--- src/rtl/ai_move_if.sv ---
// Bus between the Connect Four board logic and the AI move generator.
// master drives the turn request and board snapshot; slave returns the chosen column.
interface ai_move_if #(
    parameter int ROWS = 7,
    parameter int COLS = 7
);
    logic                     start;
    logic                     term;
    logic [2*ROWS*COLS-1:0]   grid;
    logic [3*COLS-1:0]        column_counts;
    logic [COLS-1:0]          opt;
    logic                     move;
    logic                     busy;
    logic                     no_move;

    modport master (
        output start, term, grid, column_counts,
        input  opt, move, busy, no_move
    );

    modport slave (
        input  start, term, grid, column_counts,
        output opt, move, busy, no_move
    );
endinterface

--- src/rtl/ai_move.sv ---
// Connect Four computer opponent: scans for a winning drop, then a blocking drop,
// then falls back to a centre-out column preference.
module ai_move #(
    parameter int ROWS         = 7,
    parameter int COLS         = 7,
    parameter bit ENABLE_BLOCK = 1'b1
) (
    input  logic     i_clk,
    input  logic     i_rst_n,
    ai_move_if.slave io_bus
);
    localparam int NB = 2 * ROWS * COLS;
    localparam int CB = 3 * COLS;
    localparam int CI = (COLS > 1) ? $clog2(COLS) : 1;
    localparam logic [1:0] PL_AI    = 2'b10;
    localparam logic [1:0] PL_HUMAN = 2'b01;

    typedef enum logic [2:0] {StIdle, StWin, StBlock, StPref, StEmit, StDone} state_e;

    state_e          r_state, w_state_d;
    logic [CI-1:0]   r_col, w_col_d;
    logic [NB-1:0]   r_grid, w_grid_d;
    logic [CB-1:0]   r_counts, w_counts_d;
    logic [COLS-1:0] r_full, w_full_d;
    logic [COLS-1:0] r_opt, w_opt_d;
    logic            r_pref_rdy, w_pref_rdy_d;

    logic            w_hit;
    logic            w_last;
    logic [COLS-1:0] w_onehot;
    logic [COLS-1:0] w_full_now;
    logic [COLS-1:0] w_pick;

    function automatic logic cell_match(input logic [NB-1:0] g, input int r, input int c,
                                        input logic [1:0] p);
        if (r < 0 || r >= ROWS || c < 0 || c >= COLS) return 1'b0;
        return g[2*(r*COLS+c) +: 2] == p;
    endfunction

    // Counts runs of p on both sides of the landing cell along each of the four lines.
    function automatic logic col_hits(input logic [NB-1:0] g, input logic [2:0] cnt,
                                      input int c, input logic [1:0] p);
        int   row, run, dr, dc;
        logic fwd, bwd;
        row = int'(cnt);
        if (row >= ROWS) return 1'b0;
        for (int d = 0; d < 4; d++) begin
            dr  = (d == 0) ? 0 : 1;
            dc  = (d == 1) ? 0 : ((d == 3) ? -1 : 1);
            run = 1;
            fwd = 1'b1;
            bwd = 1'b1;
            for (int k = 1; k < 4; k++) begin
                fwd = fwd & cell_match(g, row + k*dr, c + k*dc, p);
                bwd = bwd & cell_match(g, row - k*dr, c - k*dc, p);
                run = run + int'(fwd) + int'(bwd);
            end
            if (run >= 4) return 1'b1;
        end
        return 1'b0;
    endfunction

    function automatic logic [COLS-1:0] pref_pick(input logic [COLS-1:0] full);
        logic [COLS-1:0] pick;
        logic            found;
        int              c;
        pick  = '0;
        found = 1'b0;
        for (int i = 0; i < COLS; i++) begin
            c = (i % 2 == 1) ? COLS/2 - (i+1)/2 : COLS/2 + (i+1)/2;
            if (!found && c >= 0 && c < COLS && !full[c]) begin
                pick[c] = 1'b1;
                found   = 1'b1;
            end
        end
        return pick;
    endfunction

    always_comb begin
        w_hit    = col_hits(r_grid, r_counts[3*r_col +: 3], int'(r_col),
                            (r_state == StWin) ? PL_AI : PL_HUMAN);
        w_last   = (r_col == CI'(COLS - 1));
        w_onehot = COLS'(1) << r_col;
        w_full_now = '0;
        for (int c = 0; c < COLS; c++) begin
            w_full_now[c] = int'(r_counts[3*c +: 3]) >= ROWS;
        end
        w_pick = pref_pick(r_full);
    end

    always_ff @(posedge i_clk or negedge i_rst_n) begin
        if (!i_rst_n) begin
            r_state    <= StIdle;
            r_col      <= '0;
            r_grid     <= '0;
            r_counts   <= '0;
            r_full     <= '0;
            r_opt      <= '0;
            r_pref_rdy <= 1'b0;
        end else begin
            r_state    <= w_state_d;
            r_col      <= w_col_d;
            r_grid     <= w_grid_d;
            r_counts   <= w_counts_d;
            r_full     <= w_full_d;
            r_opt      <= w_opt_d;
            r_pref_rdy <= w_pref_rdy_d;
        end
    end

    always_comb begin
        w_state_d    = r_state;
        w_col_d      = r_col;
        w_grid_d     = r_grid;
        w_counts_d   = r_counts;
        w_full_d     = r_full;
        w_opt_d      = r_opt;
        w_pref_rdy_d = r_pref_rdy;
        if (io_bus.term && r_state != StIdle) begin
            w_state_d = StIdle;
            w_opt_d   = '0;
        end else begin
            unique case (r_state)
                StIdle: begin
                    if (io_bus.start && !io_bus.term) begin
                        w_grid_d     = io_bus.grid;
                        w_counts_d   = io_bus.column_counts;
                        w_col_d      = '0;
                        w_opt_d      = '0;
                        w_pref_rdy_d = 1'b0;
                        w_state_d    = StWin;
                    end
                end
                StWin, StBlock: begin
                    if (w_hit) begin
                        w_opt_d   = w_onehot;
                        w_state_d = StEmit;
                    end else if (w_last) begin
                        w_col_d   = '0;
                        w_state_d = (r_state == StWin && ENABLE_BLOCK) ? StBlock : StPref;
                    end else begin
                        w_col_d = r_col + 1'b1;
                    end
                end
                StPref: begin
                    // First PREF cycle registers the full-column mask, second one picks.
                    if (!r_pref_rdy) begin
                        w_full_d     = w_full_now;
                        w_pref_rdy_d = 1'b1;
                    end else if (w_pick != '0) begin
                        w_opt_d   = w_pick;
                        w_state_d = StEmit;
                    end else begin
                        w_opt_d   = '0;
                        w_state_d = StDone;
                    end
                end
                StEmit, StDone: w_state_d = StIdle;
                default:        w_state_d = StIdle;
            endcase
        end
    end

    always_comb begin
        io_bus.opt     = r_opt;
        io_bus.move    = (r_state == StEmit);
        io_bus.no_move = (r_state == StDone);
        io_bus.busy    = (r_state != StIdle);
    end
endmodule

--- src/flat_wrapper.sv ---
// flat-port wrapper written by rule: the top's interface ports become plain ports
module ai_move_flat 
#(
    parameter int ROWS         = 7,
    parameter int COLS         = 7,
    parameter bit ENABLE_BLOCK = 1'b1
)
  (i_clk, i_rst_n, io_bus_start, io_bus_term, io_bus_grid, io_bus_column_counts, io_bus_opt, io_bus_move, io_bus_busy, io_bus_no_move);
  ai_move_if #(.ROWS(ROWS), .COLS(COLS)) io_bus_i ();
  input  logic i_clk;
  input  logic i_rst_n;
  input wire logic [$bits(io_bus_i.start)-1:0] io_bus_start;
  input wire logic [$bits(io_bus_i.term)-1:0] io_bus_term;
  input wire logic [$bits(io_bus_i.grid)-1:0] io_bus_grid;
  input wire logic [$bits(io_bus_i.column_counts)-1:0] io_bus_column_counts;
  output wire logic [$bits(io_bus_i.opt)-1:0] io_bus_opt;
  output wire logic [$bits(io_bus_i.move)-1:0] io_bus_move;
  output wire logic [$bits(io_bus_i.busy)-1:0] io_bus_busy;
  output wire logic [$bits(io_bus_i.no_move)-1:0] io_bus_no_move;
  assign io_bus_i.start = io_bus_start;
  assign io_bus_i.term = io_bus_term;
  assign io_bus_i.grid = io_bus_grid;
  assign io_bus_i.column_counts = io_bus_column_counts;
  assign io_bus_opt = io_bus_i.opt;
  assign io_bus_move = io_bus_i.move;
  assign io_bus_busy = io_bus_i.busy;
  assign io_bus_no_move = io_bus_i.no_move;
  ai_move #(.ROWS(ROWS), .COLS(COLS), .ENABLE_BLOCK(ENABLE_BLOCK)) u_core (.i_clk(i_clk), .i_rst_n(i_rst_n), .io_bus(io_bus_i));
endmodule
--- config.mk ---
export PLATFORM = sky130hd
export DESIGN_NAME = ai_move_flat
export DESIGN_NICKNAME = d
export VERILOG_FILES = /design/src/rtl/ai_move_if.sv /design/src/rtl/ai_move.sv /design/src/flat_wrapper.sv
export SDC_FILE = /design/constraint.sdc
export NUM_CORES = 1
export LEC_CHECK = 0
export CAP_MARGIN = 20
export CELL_PAD_IN_SITES_DETAIL_PLACEMENT = 1
export CELL_PAD_IN_SITES_GLOBAL_PLACEMENT = 1
export CORE_MARGIN = 3
export CORE_UTILIZATION = 44
export DETAILED_ROUTE_END_ITERATION = 12
export HOLD_SLACK_MARGIN = 0.15
export PLACE_DENSITY_LB_ADDON = 0.1
export REMOVE_ABC_BUFFERS = 1
export SYNTH_ARGS = -nofsm -noshare
export SYNTH_HDL_FRONTEND = slang
export SYNTH_SLANG_ARGS = --single-unit
--- constraint.sdc ---
create_clock -name i_clk -period 14 [get_ports i_clk]
set_input_delay 2.1 -clock i_clk [delete_from_list [all_inputs] [get_ports i_clk]]
set_output_delay 2.1 -clock i_clk [all_outputs]
set_load 0.02 [all_outputs]
== Word-level counts from Yosys, hierarchy flattened ==
Cells that the tools add are included.

* Bits in registers: 140
* Latch bits: 0
* Memory bits (writable): 0
* ROM bits: 0
* Input port bits: 123
* Output and inout port bits: 10
* Word-level logic and storage cells: 553
* Memories kept: 0

* Add/subtract/negate cells: 67
* $mul: 8
* Divide/modulo/power cells: 0
* Order comparisons: 51
* Eq/ne operators: 36
* Shift operators: 26
* Muxes and demuxes: 252
* Bitwise logic cells: 18
* Reductions and logical operators: 88

{| class="wikitable"
|+ Operators by type and width
! kind !! number
|-
| variable part select 98 x 32 -> 2 bit || 24
|-
| adder 32 x 2 -> 32 bit || 20
|-
| greater-or-equal comparator 32 x 4 -> 1 bit (second input constant) || 13
|-
| < comparator 32 x 1 -> 1 bit (second input constant) || 9
|-
| adder 31 x 4 -> 31 bit || 9
|-
| two-way mux 1 bit || 234
|-
| multiplier 32 x 4 -> 31 bit (second input constant) || 6
|-
| adder 31 x 5 -> 31 bit || 6
|-
| adder 31 bit || 3
|-
| adder 7 x 31 -> 31 bit || 3
|-
| logical OR 1 bit || 55
|-
| equality test 2 bit || 24
|-
| two-way mux 7 bit || 5
|-
| greater-or-equal comparator 5 x 4 -> 1 bit (second input constant) || 6
|-
| < comparator 5 x 1 -> 1 bit (second input constant) || 6
|-
| greater-or-equal comparator 3 bit (second input constant) || 9
|-
| adder 7 x 4 -> 8 bit || 3
|-
| two-way mux 3 bit || 8
|-
| one-hot mux 7 bit (3 select lines) || 1
|-
| variable part select 21 x 6 -> 3 bit || 1
|-
| adder 3 x 2 -> 4 bit (second input constant) || 4
|-
| AND 1 bit || 16
|-
| subtractor 3 x 2 -> 4 bit (second input constant) || 4
|-
| greater-or-equal comparator 4 bit (second input constant) || 3
|-
| other kinds (37) || 74
|}

== Longest topological paths before layout ==
* Depth in word-level cells: 78
* Mapped depth: 37
* Mapped depth without buffers: 35

== Worst setup path after synthesis ==
No wires, ideal clock.

* Path kind: register to register
* Start point: register u_core.r_col[0]
* End point: register u_core.r_opt[0] (netlist: u_core.io_bus.opt[0])
* Setup time: 0.125 ns
* Data arrival time: 10.026 ns
* Setup slack: 3.849 ns
* Stages on the path, launching flop included: 30
* Buffers on the path: 5
* Cells stage by stage: dfrtp_1 -> clkbuf_1 -> mux4_2 -> o21ai_2 -> ha_1 -> buf_2 -> xnor2_1 -> inv_1 -> fa_1 -> clkbuf_1 -> buf_1 -> buf_2 -> mux4_2 -> mux4_2 -> mux2i_1 -> o22ai_1 -> nor3_1 -> o2111ai_1 -> or4_1 -> fa_1 -> fa_1 -> inv_1 -> ha_1 -> and4b_1 -> nand3_1 -> or3_1 -> a2111oi_1 -> o311ai_0 -> a21oi_2 -> mux2_2

* Longest elaborated chain between the ends: 34
* Elaborated cells between the ends (all ways): 438
* Classes of those cells: add/sub: 66; mul: 8; order compare: 44; eq/ne: 25; shift: 26; mux: 197; bitwise: 16; reduce/logical: 56

{| class="wikitable"
|+ Ends and longest elaborated chain
! what !! RTL line !! RTL
|-
| from (decl) || ai_move.sv:21 || <nowiki>logic [CI-1:0] r_col, w_col_d;</nowiki>
|-
| from (signal assigned) || ai_move.sv:102 || <nowiki>r_col <= w_col_d;</nowiki>
|-
| branches (longest 34 deep; another with multiplier 32 x 4 -> 31 bit) || - ||
|-
| to (signal assigned) || ai_move.sv:106 || <nowiki>r_opt <= w_opt_d;</nowiki>
|-
| to (decl) || ai_move.sv:25 || <nowiki>logic [COLS-1:0] r_opt, w_opt_d;</nowiki>
|}

Several ways; the timed one is not identified. The select of a mux whose other input is x is not followed.
A chain may end at the register's enable or synchronous reset.

== Worst setup path in the final report ==
* Start point: register u_core.r_col[0]
* End point: register u_core.r_opt[4] (netlist: u_core.io_bus.opt[4])

The elaborated chain is that of the path after synthesis.

==> qor.yml <==
synth:
  asyncSetResetFlopFracSynth_pct: 100
  synth.largest_area_cell: "sky130_fd_sc_hd__mux4_2"
  yosys.cell_count.top_type: "sky130_fd_sc_hd__mux4_2"
  synth.area.top_cells: "sky130_fd_sc_hd__mux4_2 30%, sky130_fd_sc_hd__dfrtp_1 13%, sky130_fd_sc_hd__mux2_2 7.9%"
  synth_seq_area_share_pct: 13.3
  syn-cell-area_mm2: 0.0264
  avgSynthCellArea_um2: 10.5
  postSynthCellCount: 2517
  postSynthRegisterBits: 140
  synthDominantCellAreaShare_pct: 30.4
  synth_edf_count: 0
  synth_cell_type_count: 92
  synth-main-ff-cell: "sky130_fd_sc_hd__dfrtp_1"
  netlist_top_cells_count: "356 x sky130_fd_sc_hd__mux4_2, 186 x sky130_fd_sc_hd__mux2_2, 173 x sky130_fd_sc_hd__nand2_1"
  yosys_warnings: 0
cts:
  tritoncts_buffer_count: 17
  postCtsResizedCells: 0
  postCtsSetupRepairBufs: 0
  ctsHoldBuffers: 0
  tritoncts_clock_tree: "done"
  clk_root_buffer_cell: "sky130_fd_sc_hd__clkbuf_16"
  longest_clk_path_bufs: 2
  clock_insertion_delay_worst_skew_ns: 0.45
  cts_htree_levels: 4
  clk_pin_slew_ns: 0.07
  cts_sinks: 140
floorplanning:
  num_rows: 89
  io-pin-count: 133
  floorplan.initialDensity_pct: 44.6
  die_w_um: 251
  vert_die_dim_um: 251
  fp.dieArea_mm2: 0.0629
  floorplan.core_area_mm2: 0.0591
timing:
  slew_headroom_pct: 21.1
  period_minus_slack_ns: 12.17
  final_min_period_over_clock_period_pct: 86.9
  maxSlewViolCount: 0
  unrepaired_setup_endpoints_after_global_routing: "no"
  timing_hold_violations_final: 0
  finalSetupViolCount: 0
  max_freq_mhz: 82.2
  worst_hold_slack_ns: 0.473
  tns_ns: 0
  max_slew.worst_pin.slew_ns: 1.18
  clock-skew-final_ns: 0.0153
run:
  max-cap-violations: 0
routing:
  vias_per_cell: 7.30
  drt.antenna.violating_nets: 0
  routed_wirelength_mm: 123
  detail_route.wl_per_cell_um: 36.2
  vias: 24800
  detailedRoute.firstIterationViolations: 2571
  detailedRoute.firstPassIterationCount: 5
  post-route-drc-count: 0
cells_and_area:
  multiInputGateArea_mm2: 0.0216
  layout.cell_area.non_filler_mm2: 0.0296
  utilization_pct: 50.1
  design.final.nets: 2917
  fillers: 6376
  area_delta_synth_final_pct: 12.4
  post_route_cells_drive_above_1_share_pct: 29.8
  final-seq-area_mm2: 0.00350
global_routing:
  global_route.overflow_total: 0
  pin_count_of_the_biggest_net_entering_global_routing: 146
  grt_first_pass_wirelength_mm: 178
  grt_usage_pct: 38.8
  grt_pass1_vias: 26000
  grt_antenna_before_repair: 4
place:
  post-dp-hpwl_mm: 95.9
  globalplace.congestion: 1.03
  placement_cell_area_mm2: 0.0289
  port_buffers: 132
hold_path:
  hold_path.class: "flip-flop to flip-flop"
  timing.hold.worst_path_depth: 1
critical_path:
  setup.worst_path.class: "flip-flop to flip-flop"
  cp_top_delay_family: "compound AO/OA/AOI/OAI gates"
  critPathBufInv: 6
  rr_worst_depth: 31
  cp_endpoint_kind: "flip-flop"
  critical_path_depth: 31
  slowest_delay_ns: 0.94
  timing.critical_path.from_type: "flip-flop"
  critical_path_peak_fanout: 16
  cp.arrival_ns: 12.50
  worst-r2r-setup-slack_ns: 1.83
  crit_path_top_delay_cell: "sky130_fd_sc_hd__dfrtp_1"
  critPathRequiredTime_ns: 14.33
status:
  status: "finished, final reports clean"
## stage by stage
step / setup slack, ns / instances
after floorplan: 1.80 / 2293
after global placement: 1.89 / 3346
after detailed placement: 1.91 / 3347
after CTS: 1.86 / 3379
after global routing: 1.11 / 3387
final: 1.83 / 3390
## flip-flops by register name, summed over array words and instances (netlist names)
register,cells
u_core.r_grid,98
u_core.io_bus.opt,7
u_core.r_pref_rdy,1
u_core.r_full,7
u_core.r_state,3
u_core.r_col,3
u_core.r_counts,21
## layout make-up
cell class                      instances  area share [%]
Antenna cell                            3          0.0253
Clock buffer                           17            1.44
Clock inverter                         15           0.562
Inverter                              100            1.28
Multi-Input combinational cell       2053            73.0
Sequential cell                       140            11.8
Tap cell                              773            3.27
Timing Repair Buffer                  289            8.58
## logic make-up after synthesis
group	synth area share [%]
adders and majority gates	10.1
xor gates and xnor gates	5.00
AOI/OAI and AO/OA	11.4
buffers and inverters	5.02
DFF	13.3
muxes	44.0
and+or+nand+nor	11.2
## routing by layer
| metal | vias up | GRT usage (%) | share of wire (%) | wire length (um) |
|---|---|---|---|---|
| met1 | 12700 | 46.8 | 36 | 43800 |
| met5 | - | 0 | 0.036 | 44 |
| met4 | 6 | 24.6 | 7.4 | 9110 |
| li1 | 9959 | - | - | - |
| met2 | 1675 | 60.7 | 45 | 55500 |
| met3 | 432 | 12.0 | 12 | 14500 |
## cell usage in the layout, fill, tap and decap left out, types with 12 or more instances in the layout
cell	synthesis	final
sky130_fd_sc_hd__dfrtp_1	140	140
sky130_fd_sc_hd__xor2_1	45	43
sky130_fd_sc_hd__nand2b_1	35	35
sky130_fd_sc_hd__nand2_1	173	173
sky130_fd_sc_hd__inv_1	93	93
sky130_fd_sc_hd__xnor2_1	90	88
sky130_fd_sc_hd__nor4_1	12	12
sky130_fd_sc_hd__and2_1	22	22
sky130_fd_sc_hd__buf_4	11	153
sky130_fd_sc_hd__mux2i_1	148	148
sky130_fd_sc_hd__nor2b_1	35	35
sky130_fd_sc_hd__o21bai_1	17	17
sky130_fd_sc_hd__a21oi_1	113	113
sky130_fd_sc_hd__nand4_1	14	14
sky130_fd_sc_hd__clkbuf_16	0	17
sky130_fd_sc_hd__nor3_1	53	52
sky130_fd_sc_hd__ha_1	163	161
sky130_fd_sc_hd__mux4_2	356	356
sky130_fd_sc_hd__a21o_1	39	39
sky130_fd_sc_hd__o31ai_1	14	14
sky130_fd_sc_hd__o21ai_0	70	70
sky130_fd_sc_hd__fa_1	30	23
sky130_fd_sc_hd__and3_1	13	13
sky130_fd_sc_hd__a211oi_1	32	32
sky130_fd_sc_hd__nor2_1	100	100
sky130_fd_sc_hd__clkdlybuf4s50_1	0	131
sky130_fd_sc_hd__nand3_1	67	66
sky130_fd_sc_hd__mux2_2	186	186
## final timing paths
check,start,end
setup reg to reg,u_core.r_col[0],u_core.io_bus.opt[4]
hold / removal,u_core.r_pref_rdy,u_core.r_pref_rdy
setup / recovery,u_core.r_col[0],u_core.io_bus.opt[4]
max in group asynchronous,i_rst_n,u_core.r_grid[32]
hold reg to reg,u_core.r_pref_rdy,u_core.r_pref_rdy
min in group asynchronous,i_rst_n,u_core.r_counts[15]
Power is not shown: default switching activity piles up to over one toggle a cycle in this logic, so the estimate is an artifact.
